### config.mk
export PLATFORM = sky130hd
export DESIGN_NAME = pc_sequencer_flat
export DESIGN_NICKNAME = d
export VERILOG_FILES = /design/src/rtl/pc_sequencer_if.sv /design/src/rtl/pc_sequencer.sv /design/src/flat_wrapper.sv
export SDC_FILE = /design/constraint.sdc
export NUM_CORES = 1
export LEC_CHECK = 0
export BUFFER_PORTS_ARGS = -buffer_cell sky130_fd_sc_hd__buf_2
export CORE_UTILIZATION = 55
export DETAILED_ROUTE_END_ITERATION = 6
export PLACE_DENSITY = 0.81
export SYNTH_ARGS = -nofsm -noshare
export SYNTH_HDL_FRONTEND = slang
export SYNTH_SLANG_ARGS = --single-unit
### constraint.sdc
create_clock -name Clk -period 8.33 [get_ports Clk]
set_input_delay 0.4165 -clock Clk [delete_from_list [all_inputs] [get_ports Clk]]
set_output_delay 0.4165 -clock Clk [all_outputs]
set_load 0.02 [all_outputs]
### src/rtl/pc_sequencer_if.sv
// rtl/pc_sequencer_if.sv - decoder/lookup/imem bundle for the program-counter sequencer
interface pc_sequencer_if #(
    parameter int D = 12
);
    logic         Start;
    logic         Stall;
    logic         Halt_req;
    logic         Br_abs;
    logic         Br_rel;
    logic [D-1:0] Target;
    logic [D-1:0] Prog_ctr;
    logic         Fetch_en;
    logic         Done;
    logic         Fault;
    logic [D-1:0] Fault_pc;
    logic [15:0]  Br_count;

    // Decoder / lookup side drives controls and observes the sequencer
    modport master (
        output Start, Stall, Halt_req, Br_abs, Br_rel, Target,
        input  Prog_ctr, Fetch_en, Done, Fault, Fault_pc, Br_count
    );

    // Sequencer side
    modport slave (
        input  Start, Stall, Halt_req, Br_abs, Br_rel, Target,
        output Prog_ctr, Fetch_en, Done, Fault, Fault_pc, Br_count
    );
endinterface

### src/rtl/pc_sequencer.sv
// rtl/pc_sequencer.sv - program counter sequencer with branch, stall, halt and range fault
module pc_sequencer #(
    parameter int D        = 12,
    parameter int PROG_LEN = 1024
) (
    input  logic           Clk,
    input  logic           Reset_n,
    pc_sequencer_if.slave  bus
);

    typedef enum logic [1:0] {
        S_IDLE  = 2'd0,
        S_RUN   = 2'd1,
        S_HALT  = 2'd2,
        S_FAULT = 2'd3
    } state_t;

    // One extra bit so PROG_LEN == 2^D is representable and never faults
    localparam logic [D:0] PROG_LEN_W = (D+1)'(PROG_LEN);

    state_t       state_q, state_d;
    logic [D-1:0] pc_q, pc_d;
    logic         done_q, done_d;
    logic         fault_q, fault_d;
    logic [D-1:0] fault_pc_q, fault_pc_d;
    logic [15:0]  br_count_q, br_count_d;

    logic [D-1:0] next_pc;
    logic         out_of_range;
    logic         branch_taken;

    // Candidate next address: absolute beats relative beats sequential
    always_comb begin
        branch_taken = bus.Br_abs | bus.Br_rel;
        if (bus.Br_abs)
            next_pc = bus.Target;
        else if (bus.Br_rel)
            next_pc = pc_q + bus.Target;
        else
            next_pc = pc_q + D'(1);
        out_of_range = ({1'b0, next_pc} >= PROG_LEN_W);
    end

    // State and datapath registers
    always_ff @(posedge Clk or negedge Reset_n) begin
        if (!Reset_n) begin
            state_q    <= S_IDLE;
            pc_q       <= '0;
            done_q     <= 1'b0;
            fault_q    <= 1'b0;
            fault_pc_q <= '0;
            br_count_q <= '0;
        end else begin
            state_q    <= state_d;
            pc_q       <= pc_d;
            done_q     <= done_d;
            fault_q    <= fault_d;
            fault_pc_q <= fault_pc_d;
            br_count_q <= br_count_d;
        end
    end

    // Next-state: halt > stall > branch/advance, range check gates the PC update
    always_comb begin
        state_d    = state_q;
        pc_d       = pc_q;
        done_d     = done_q;
        fault_d    = fault_q;
        fault_pc_d = fault_pc_q;
        br_count_d = br_count_q;
        case (state_q)
            S_IDLE: begin
                if (bus.Start) begin
                    state_d    = S_RUN;
                    pc_d       = '0;
                    br_count_d = '0;
                end
            end
            S_RUN: begin
                if (bus.Halt_req) begin
                    state_d = S_HALT;
                    done_d  = 1'b1;
                end else if (!bus.Stall) begin
                    if (out_of_range) begin
                        state_d    = S_FAULT;
                        fault_d    = 1'b1;
                        fault_pc_d = next_pc;
                    end else begin
                        pc_d = next_pc;
                        if (branch_taken && (br_count_q != 16'hFFFF))
                            br_count_d = br_count_q + 16'd1;
                    end
                end
            end
            S_HALT, S_FAULT: begin
                // Fault_pc deliberately survives a restart for post-mortem
                if (bus.Start) begin
                    state_d    = S_RUN;
                    pc_d       = '0;
                    br_count_d = '0;
                    done_d     = 1'b0;
                    fault_d    = 1'b0;
                end
            end
            default: state_d = S_IDLE;
        endcase
    end

    // Outputs: fetch enable is combinational on stall, the rest are registers
    always_comb begin
        bus.Fetch_en = (state_q == S_RUN) && !bus.Stall;
        bus.Prog_ctr = pc_q;
        bus.Done     = done_q;
        bus.Fault    = fault_q;
        bus.Fault_pc = fault_pc_q;
        bus.Br_count = br_count_q;
    end

endmodule

### src/flat_wrapper.sv
// flat-port wrapper written by rule: the top's interface ports become plain ports
module pc_sequencer_flat 
#(
    parameter int D        = 12,
    parameter int PROG_LEN = 1024
)
  (Clk, Reset_n, bus_Start, bus_Stall, bus_Halt_req, bus_Br_abs, bus_Br_rel, bus_Target, bus_Prog_ctr, bus_Fetch_en, bus_Done, bus_Fault, bus_Fault_pc, bus_Br_count);
  pc_sequencer_if #(.D(D)) bus_i ();
  input  logic Clk;
  input  logic Reset_n;
  input wire logic [$bits(bus_i.Start)-1:0] bus_Start;
  input wire logic [$bits(bus_i.Stall)-1:0] bus_Stall;
  input wire logic [$bits(bus_i.Halt_req)-1:0] bus_Halt_req;
  input wire logic [$bits(bus_i.Br_abs)-1:0] bus_Br_abs;
  input wire logic [$bits(bus_i.Br_rel)-1:0] bus_Br_rel;
  input wire logic [$bits(bus_i.Target)-1:0] bus_Target;
  output wire logic [$bits(bus_i.Prog_ctr)-1:0] bus_Prog_ctr;
  output wire logic [$bits(bus_i.Fetch_en)-1:0] bus_Fetch_en;
  output wire logic [$bits(bus_i.Done)-1:0] bus_Done;
  output wire logic [$bits(bus_i.Fault)-1:0] bus_Fault;
  output wire logic [$bits(bus_i.Fault_pc)-1:0] bus_Fault_pc;
  output wire logic [$bits(bus_i.Br_count)-1:0] bus_Br_count;
  assign bus_i.Start = bus_Start;
  assign bus_i.Stall = bus_Stall;
  assign bus_i.Halt_req = bus_Halt_req;
  assign bus_i.Br_abs = bus_Br_abs;
  assign bus_i.Br_rel = bus_Br_rel;
  assign bus_i.Target = bus_Target;
  assign bus_Prog_ctr = bus_i.Prog_ctr;
  assign bus_Fetch_en = bus_i.Fetch_en;
  assign bus_Done = bus_i.Done;
  assign bus_Fault = bus_i.Fault;
  assign bus_Fault_pc = bus_i.Fault_pc;
  assign bus_Br_count = bus_i.Br_count;
  pc_sequencer #(.D(D), .PROG_LEN(PROG_LEN)) u_core (.Clk(Clk), .Reset_n(Reset_n), .bus(bus_i));
endmodule
* Word level (Yosys, flattened, before mapping) *
Cells that the tools add are included.

operators by class
  add/subtract/negate cells = 3
  equality and inequality tests = 14
  bitwise gates (word level) = 3
  reduce and logical (&&, ||, !) cells = 13
  order comparisons = 1
  multiplexer cells = 25

operators by type and width
  cell                                                                  count
  2-to-1 mux 16 bit                                                     5
  2-to-1 mux 12 bit                                                     6
  one-hot mux 16 bit (2 select lines)                                   1
  one-hot mux 12 bit (2 select lines)                                   1
  adder 16 x 1 -> 16 bit (second input constant)                        1
  != test 16 bit (second input constant)                                1
  adder 12 x 1 -> 12 bit (second input constant)                        1
  adder 12 bit                                                          1
  greater-or-equal comparator 12 x 11 -> 1 bit (second input constant)  1
  != test 2 bit (second input constant)                                 5
  AND reduction 5 bit                                                   2
  2-to-1 mux 2 bit                                                      4
  AND reduction 4 bit                                                   2
  != test 2 x 1 -> 1 bit (second input constant)                        3
  AND reduction 3 bit                                                   2
  2-to-1 mux 1 bit                                                      5
  == test 2 bit (second input constant)                                 2
  one-hot mux 1 bit (2 select lines)                                    2
  one-hot mux 2 bit (2 select lines)                                    1
  != test 3 x 2 -> 1 bit (second input constant)                        1
  != test 3 bit (second input constant)                                 1
  OR reduction 3 bit                                                    1
  == test 2 x 1 -> 1 bit (second input constant)                        1
  logical AND 1 bit                                                     2
  other kinds (6)                                                       7

storage, ports and cells
  flip-flop bits (word level) = 44
  logic and storage cells = 65
  input port bits = 19

* Logic depth before layout (Yosys ltp) *
Gate-level depths: netlist of the first run.

  depth in word-level cells = 8
  gate-level depth with buffers = 14
  depth with buffers taken out = 12

* Worst setup path after synthesis of the first run *
Ideal clock, no wire load.

  path type = input -> register
  start = in bus_Br_rel
  end = reg u_core.fault_pc_q[4], in the netlist u_core.bus.Fault_pc[4]
  slack = 5.171 ns
  data arrival time = 3.034 ns
  data required time = 8.205 ns
  buffers on the path = 3
  stages = 13
  cells stage by stage = clkbuf_1 > and2_1 > ha_1 > a211oi_2 > nor3_1 > nor4_1 > a221oi_2 > a211o_2 > and3_1 > buf_2 > nand2b_4 > buf_6 > mux2_4

between the ends
  word-level cells in the longest chain between the ends = 4

ends and longest elaborated chain
  what                                          line                text
  from (decl)                                   flat_wrapper.sv:15  input wire logic [$bits(bus_i.Br_rel)-1:0] bus_Br_rel;
  2-to-1 mux 12 bit *                           pc_sequencer.sv:37  else if (bus.Br_rel)
  2-to-1 mux 12 bit *                           pc_sequencer.sv:35  if (bus.Br_abs)
  greater-or-equal comparator 12 x 11 -> 1 bit  pc_sequencer.sv:41  out_of_range = ({1'b0, next_pc} >= PROG_LEN_W);
  AND reduction 4 bit (no source line)          n/a
  to (signal assigned)                          pc_sequencer.sv:58  fault_pc_q <= fault_pc_d;
  to (decl)                                     pc_sequencer.sv:25  logic [D-1:0] fault_pc_q, fault_pc_d;

Every way passes the cells marked *; elsewhere a longest branch is shown, timed or not.
A chain may end at the register's enable or synchronous reset.

* Final worst setup path of the first run *
  start = reg u_core.pc_q[0], in the netlist u_core.bus.Prog_ctr[0]
  end = reg u_core.br_count_q[7], in the netlist u_core.bus.Br_count[7]

between the ends
  word-level cells in the longest chain between the ends = 6

ends and longest elaborated chain
  what                                                    line                                    text
  from (decl)                                             pc_sequencer.sv:22                      logic [D-1:0] pc_q, pc_d;
  from (signal assigned)                                  pc_sequencer.sv:55                      pc_q <= pc_d;
  adder 12 x 1 -> 12 bit or adder 12 bit (tied branches)  pc_sequencer.sv:40, pc_sequencer.sv:38
  2-to-1 mux 12 bit *                                     pc_sequencer.sv:37
  2-to-1 mux 12 bit *                                     pc_sequencer.sv:35
  greater-or-equal comparator 12 x 11 -> 1 bit *          pc_sequencer.sv:41
  != test 2 bit (no source line) *                        n/a
  AND reduction 5 bit (no source line) *                  n/a
  to (signal assigned)                                    pc_sequencer.sv:59                      br_count_q <= br_count_d;
  to (decl)                                               pc_sequencer.sv:26                      logic [15:0] br_count_q, br_count_d;

Marked as above.

==> results of run 1 <==
power by group:
| group | internal [uW] | switching, uW |
|---|---|---|
| Sequential | 259 | 36.0 |
| Combinational | 88.9 | 158 |
| Clock | 88.8 | 75.6 |
| Total | 437 | 269 |
through the flow:
| step | cells | setup slack, ps | total power, uW |
|---|---|---|---|
| finish | 428 | 4960 | 706 |
| CTS | 428 | 4980 | 710 |
| floorplan | 305 | 5170 | 461 |
| global placement | 420 | 4770 | 537 |
| global route | 428 | 4750 | 750 |
| detailed placement | 420 | 4690 | 545 |
worst reg2reg max path, cell delays in order, from the launching register on:
cell and delay, ps:
dfrtp_1 390, ha_1 210, inv_1 60, fa_1 380
nor2b_1 200, o31a_1 220, o21ai_0 120, a21o_1 200
a211oi_2 300, nand4_4 380, or4_1 670, mux2i_1 130
cells by family after synthesis:
| kind of cell | after synthesis | synth area share |
|---|---|---|
| AO/OA/AOI/OAI | 79 | 0.189 |
| XOR/XNOR | 5 | 0.0158 |
| adder cells (fa/ha/maj) | 13 | 0.0612 |
| buffers and inverters | 25 | 0.0374 |
| flip-flops | 44 | 0.396 |
| multiplexers | 20 | 0.0779 |
| AND/OR/NAND/NOR | 119 | 0.223 |
layout by cell type (no fill, tap or decap), types with 4 or more instances in the layout:
master    netlist  routed
nor3_1          9       9
buf_2           2      61
nor4_1          5       5
mux2i_1        16      16
a21oi_1        13      13
inv_1          12      12
a21o_1          5       5
nor2b_1         5       5
nand3_1        19      19
and3_1          7       7
o21ai_0        31      31
nand4_1         4       4
nand2b_1        4       4
and2_1         10      10
ha_1           12      12
dfrtp_1        44      44
clkbuf_8        0       5
o21a_1          4       4
nor2_1         12      12
nand2_1        36      36
how the worst max path moves through the flow:
stage / end / depth (start not counted)
global route: u_core.bus.Br_count[7]$_DFFE_PN0P_ / 11
global placement: u_core.bus.Br_count[7]$_DFFE_PN0P_ / 13
floorplan: u_core.bus.Fault_pc[4]$_DFFE_PN0P_ / 13
finish: u_core.bus.Br_count[7]$_DFFE_PN0P_ / 11
CTS: u_core.bus.Br_count[7]$_DFFE_PN0P_ / 11
detailed placement: u_core.bus.Br_count[7]$_DFFE_PN0P_ / 13
area by class of cell:
cell class	instances	area (um^2)	share of cell area
Clock buffer	5	68.8	0.0214
Tap cell	67	83.8	0.0260
Clock inverter	3	42.5	0.0132
Multi-Input combinational cell	236	1580	0.489
Inverter	12	45.0	0.0140
Sequential cell	44	1100	0.342
Timing Repair Buffer	61	305	0.0948
sequential cells by signal (all words and copies together), names as in the netlist:
register,cells
u_core.bus.Br_count,16
u_core.bus.Fault_pc,12
u_core.bus.Prog_ctr,12
u_core.state_q,2
u_core.bus.Done,1
u_core.bus.Fault,1
routing by layer:
layer	vias up	wire length (um)	global-route usage
met3	5	336	0.0566
met4	0	42	0.0523
li1	1224	-	-
met1	1189	3100	0.383
met5	-	0	0
met2	80	3080	0.427
==> run_results.csv, run 1 <==
group,metric,value,unit
status,status,"finished, final reports clean",
global_route,grt_pass1_wl,10900,um
placement,placed_area,0.00311,mm^2
setup_path,path_cells,"ha_1, inv_1, fa_1, nor2b_1, o31a_1, o21ai_0, a21o_1, a211oi_2, nand4_4, or4_1, mux2i_1",
sta,timing.final.crit_period,3370,ps
setup_path,slowest_stage,"or4_1",
setup_path,worstReg2RegEnd,"u_core.bus.Br_count[7]$_DFFE_PN0P_",
finish,utilization,0.673,
setup_path,cp_num_buf_inv,1,
detailed_routing,first_pass_iters,4,
synth,synth_nets,337,
finish,finalNetCount,392,
clocking,root_buffer,"clkbuf_8",
power_and_ir_drop,power_leakage,0.00159,uW
detailed_routing,vias,2498,
floorplan,core_region_area,0.00479,mm^2
clocking,holdBufCountCts,0,
floorplan,die_w,73.1,um
clocking,cts_tree,"done",
synth,synth_edf_count,0,
worst_hold_path,hold_class,"in2async",
sta,final-hold-violation-count,0,
global_route,grt_max_degree,45,
finish,num-fill-cells,386,
global_route,grtUsageTotal,0.269,
detailed_routing,avgViaCountPerCell,5.84,
clocking,cts_buffer_depth,2,
setup_path,slowest_delay,660,ps
global_route,grt_pass1_vias,2189,
synth,ys_warn_count,0,
setup_path,cp.required,8520,ps
floorplan,initial_core_util,0.581,
synth,syn_inst,305,
synth,synth_area,0.00278,mm^2
sta,fin_tns_setup,0,ps
sta,fin_hold_ws,259,ps
clocking,htree_levels,2,
sta,rsz0062_at_grt,"false",
detailed_routing,wl,6560,um
synth,post-synth-top-count-cell,"dfrtp_1",
synth,ys_top_cells_by_area,"dfrtp_1 40%, mux2i_1 5.8%, o21ai_0 5.6%",
synth,syn_area_per_cell,9.12,um^2
setup_path,end_kind,"flip-flop",
clocking,numCtsBuffers,5,
finish,syn_to_final_growth,15.9,%
detailed_routing,ant_nets,0,
setup_path,timing.rr.start,"u_core.bus.Prog_ctr[0]$_DFFE_PN0P_",
sta,fmax,297,MHz
finish,n_antenna_cell,0,
setup_path,path_max_fanout,28,
setup_path,cp-start-kind,"flip-flop",
sta,worst_slew_pin_slew,988,ps
setup_path,crit_arrival,3550,ps
placement,gp_congestion,0.875,
sta,slew_headroom,0.342,
power_and_ir_drop,power.density_cell_area,219,mW/mm^2
setup_path,cpLargestDelayFamily,"simple AND/OR/NAND/NOR gates",
setup_path,crit_type,"reg2reg",
synth,yosys.cell_types.count,55,
setup_path,cp-startpoint,"u_core.bus.Prog_ctr[0]$_DFFE_PN0P_",
synth,synth_seq_cells,44,
sta,finalSetupViolations,0,
clocking,clock_latency,300,ps
sta,maxSlewViolCount,0,
job,cap_violations,0,
sta,finClkSkew,7.51,ps
synth,seq_area_frac_synth,0.396,
floorplan,die_h,73.1,um
floorplan,die-area,0.00534,mm^2
finish,finalInstanceArea,0.00322,mm^2
clocking,post_cts_buffers,0,
clocking,cts.sinks,44,
synth,synth_area_leader_cell,"dfrtp_1",
detailed_routing,drt_iter0_markers,178,
synth,synthTopCellsByCount,"44 x dfrtp_1, 36 x nand2_1, 31 x o21ai_0",
synth,synthArstFlopShare,1.00,
placement,dpl.hpwl,4790,um
clocking,post_cts_resized,0,
power_and_ir_drop,ir_worst_vdd,0.000122,V
placement,io_buffers,61,
synth,synth_top_area_share,0.396,
global_route,antenna_found_initial,0,
finish,post_route_cells_drive_above_1_share,0.219,
setup_path,reg2reg_slack,4960,ps
setup_path,reg2reg_depth,11,
synth,synth_flop_cell,"dfrtp_1",
floorplan,io_pins,62,
global_route,grt-ovfl-total,0,
clocking,clkTransAtPathRegs,90,ps
detailed_routing,wire_per_inst,15.3,um
sta,period_share,0.404,
detailed_routing,post-route-drc-count,0,
floorplan,rows,25,
(Power assumes the default switching activity.)
==> run 2: changes to the inputs <==
ABC_AREA = 1   (was not set)
PLACE_DENSITY = 0.79   (was 0.81)
clock period = 3.4 ns   (was 8.33 ns; I/O delays follow)
==> run 2 against run 1 <==
Synthesized cell count rose by 57%. Wire length rose by 26%. Clock skew rose by 2.5 ps. Sequential power rose to 2.6 times the previous value. Count of clock-buffer cells in the layout did not move. First-iteration DRC count rose by 49%. Register-to-register slack got worse by 4100 ps. Clock power rose to 2.9 times the previous value. Largest power group is now combinational cells. Synthesized area rose by 15%. Critical path depth did not move. Maximum frequency rose by 30%. Global-route usage rose by 1.9 points.
==> run_results.csv, run 2 <==
group,metric,value,unit
synth,synth_area,0.00320,mm^2
finish,mostFrequentLayoutCell,"nand2_1",
synth,synthArstFlopShare,1.00,
synth,synth_nets,512,
global_route,grt-ovfl-total,0,
global_route,grt_pass1_wl,13900,um
clocking,numCtsBuffers,5,
placement,post-place-cells,597,
finish,fin_cells,604,
clocking,post_cts_resized,0,
synth,seq_area_frac_synth,0.345,
floorplan,die_w,78.2,um
sta,period_share,0.759,
synth,synth_edf_count,0,
sta,worst_slew_pin_slew,1010,ps
global_route,antenna_found_initial,0,
finish,num-fill-cells,528,
detailed_routing,ant_nets,0,
detailed_routing,wl,8290,um
synth,synth_flop_cell,"dfrtp_1",
sta,finalSetupViolations,0,
status,status,"finished, final reports clean",
power_and_ir_drop,sw_frac_of_total,0.469,
finish,largest_reg_flops,16,
detailed_routing,drt_iter0_markers,266,
power_and_ir_drop,ir_worst_vdd,0.000390,V
setup_path,cp-start-kind,"flip-flop",
sta,rsz0062_at_grt,"false",
power_and_ir_drop,power_leakage,0.00207,uW
setup_path,crit_type,"reg2reg",
synth,yosys.cell_types.count,34,
sta,timing.final.crit_period,2580,ps
finish,regArea,0.00110,mm^2
finish,post_route_cells_drive_above_1_share,0.158,
synth,synthTopCellsByCount,"168 x nand2_1, 62 x inv_1, 46 x nor2_1",
finish,multi_input_area,0.00176,mm^2
synth,synth_top_area_share,0.345,
floorplan,io_pins,62,
synth,synth_area_leader_cell,"dfrtp_1",
finish,n_antenna_cell,0,
finish,syn_to_final_growth,13.4,%
finish,finalNetCount,564,
job,cap_violations,0,
global_route,grt_pass1_vias,3199,
worst_hold_path,hold_class,"in2async",
power_and_ir_drop,internal-power,1330,uW
synth,ys_top_cells_by_area,"dfrtp_1 34%, nand2_1 20%, inv_1 7.3%",
setup_path,slowest_stage,"nand4_1",
clocking,post_cts_buffers,0,
clocking,htree_levels,2,
clocking,cts.sinks,44,
clocking,root_buffer,"clkbuf_8",
detailed_routing,vias,3340,
sta,finClkSkew,10.0,ps
floorplan,die-area,0.00612,mm^2
floorplan,core_region_area,0.00554,mm^2
placement,io_buffers,61,
floorplan,rows,27,
placement,dpl.hpwl,5860,um
power_and_ir_drop,power_switching,1180,uW
detailed_routing,post-route-drc-count,0,
global_route,grt_max_degree,45,
clocking,cts_tree,"done",
synth,post-synth-top-count-cell,"nand2_1",
sta,fin_tns_setup,0,ps
synth,syn_area_per_cell,6.66,um^2
detailed_routing,first_pass_iters,7,
sta,maxSlewViolCount,0,
setup_path,worst_path_most_repeated_cell,"nand3_1",
power_and_ir_drop,seqPwrFrac,0.311,
finish,final_cell_mix,"168 x nand2_1, 62 x inv_1, 61 x buf_2, 46 x nor2_1, 44 x dfrtp_1",
setup_path,cp_num_buf_inv,1,
sta,final-hold-violation-count,0,
clocking,clkTransAtPathRegs,90,ps
setup_path,cpLargestDelayFamily,"simple AND/OR/NAND/NOR gates",
placement,gp_congestion,0.923,
detailed_routing,avgViaCountPerCell,5.53,
setup_path,crit_arrival,2770,ps
power_and_ir_drop,power.density_cell_area,691,mW/mm^2
setup_path,path_cells,"ha_1, nand2_1, nand3_2, nand3_1, nand3_1, nand2_1, nand3_1, nand3_1, nand4_1, nand2_1, inv_1",
setup_path,cp.required,3590,ps
power_and_ir_drop,clockPowerShare,0.189,
synth,synth_seq_cells,44,
floorplan,initial_core_util,0.577,
global_route,grtUsageTotal,0.288,
sta,fmax,388,MHz
power_and_ir_drop,p_comb_frac,0.500,
setup_path,path_max_fanout,12,
clocking,holdBufCountCts,0,
synth,ys_warn_count,0,
detailed_routing,wire_per_inst,13.7,um
setup_path,slowest_delay,490,ps
synth,syn_inst,480,
sta,slew_headroom,0.330,
clocking,clock_latency,300,ps
floorplan,die_h,78.2,um
clocking,cts_buffer_depth,2,
setup_path,end_kind,"flip-flop",
==> run 2: changes by cell type after synthesis, moves of 12 or more <==
cell | previous run | this run
inv_1 | 12 | 62
o21ai_1 | 0 | 12
mux2i_1 | 16 | 0
nor2_1 | 12 | 46
o21ai_0 | 31 | 13
nand4_1 | 4 | 33
nand2_1 | 36 | 168
==> run 2: worst paths after layout <==
path | from | cells past startpoint | end | slack (ps)
hold / removal | Reset_n | 1 | u_core.bus.Prog_ctr[8]$_DFFE_PN0P_ | 30
min in group Clk | bus_Start | 4 | u_core.state_q[1]$_DFFE_PN0P_ | 150
setup reg to reg | u_core.bus.Prog_ctr[2]$_DFFE_PN0P_ | 11 | u_core.bus.Prog_ctr[10]$_DFFE_PN0P_ | 820
max in group asynchronous | Reset_n | 1 | u_core.bus.Br_count[14]$_DFFE_PN0P_ | 2740
hold reg to reg | u_core.bus.Fault$_DFFE_PN0P_ | 2 | u_core.bus.Fault$_DFFE_PN0P_ | 480
setup / recovery | u_core.bus.Prog_ctr[2]$_DFFE_PN0P_ | 11 | u_core.bus.Prog_ctr[10]$_DFFE_PN0P_ | 820
==> run 2: kinds of logic after synthesis <==
kind of cell / count (synthesis) / share of synthesized area
xor gates and xnor gates: 5 / 0.0137
AOI/OAI and AO/OA: 43 / 0.0705
adders and majority gates: 13 / 0.0532
buffers and inverters: 80 / 0.106
and+or+nand+nor: 295 / 0.412
DFF: 44 / 0.345
==> run 2: worst reg2reg max path, cell delays in order, from the launching register on <==
cell,delay (ps)
dfrtp_1,440
ha_1,410
nand2_1,140
nand3_2,130
nand3_1,120
nand3_1,80
nand2_1,70
nand3_1,120
nand3_1,180
nand4_1,490
nand2_1,210
inv_1,80
==> run 2: final cells by class <==
cell class,count,share of cell area
clock buffer,5,0.0190
multi-input combinational,356,0.484
sequential,44,0.304
tap,72,0.0249
timing repair buffer,62,0.0863
inverter,63,0.0652
clock inverter,2,0.0166
==> run 2: power groups by stage <==
stage / Combinational (uW) / Sequential [uW] / Clock, uW
after global placement: 1220 / 783 / 0
after floorplan: 776 / 941 / 0
after CTS: 1250 / 779 / 478
after detailed placement: 1250 / 787 / 0
after global routing: 1400 / 796 / 497
final: 1250 / 780 / 472
==> run 2: metal layers <==
layer	vias up	global-route usage	routed length, um
met3	31	0.0372	466
met4	0	0.170	343
met1	1518	0.337	3430
li1	1647	-	-
met2	144	0.505	4050
met5	-	0	0
==> run 2: through the flow <==
stage / worst slack (ps) / utilization / hold slack (ps) / total power [uW] / instance area (um^2)
finish: 820 / 0.654 / 29.8 / 2510 / 3620
global route: 682 / 0.654 / 126 / 2690 / 3620
CTS: 881 / 0.654 / 67.2 / 2510 / 3620
detailed placement: 836 / 0.631 / 395 / 2040 / 3500
global placement: 960 / 0.631 / 395 / 2000 / 3500
floorplan: 1240 / - / -126 / 1720 / 3200
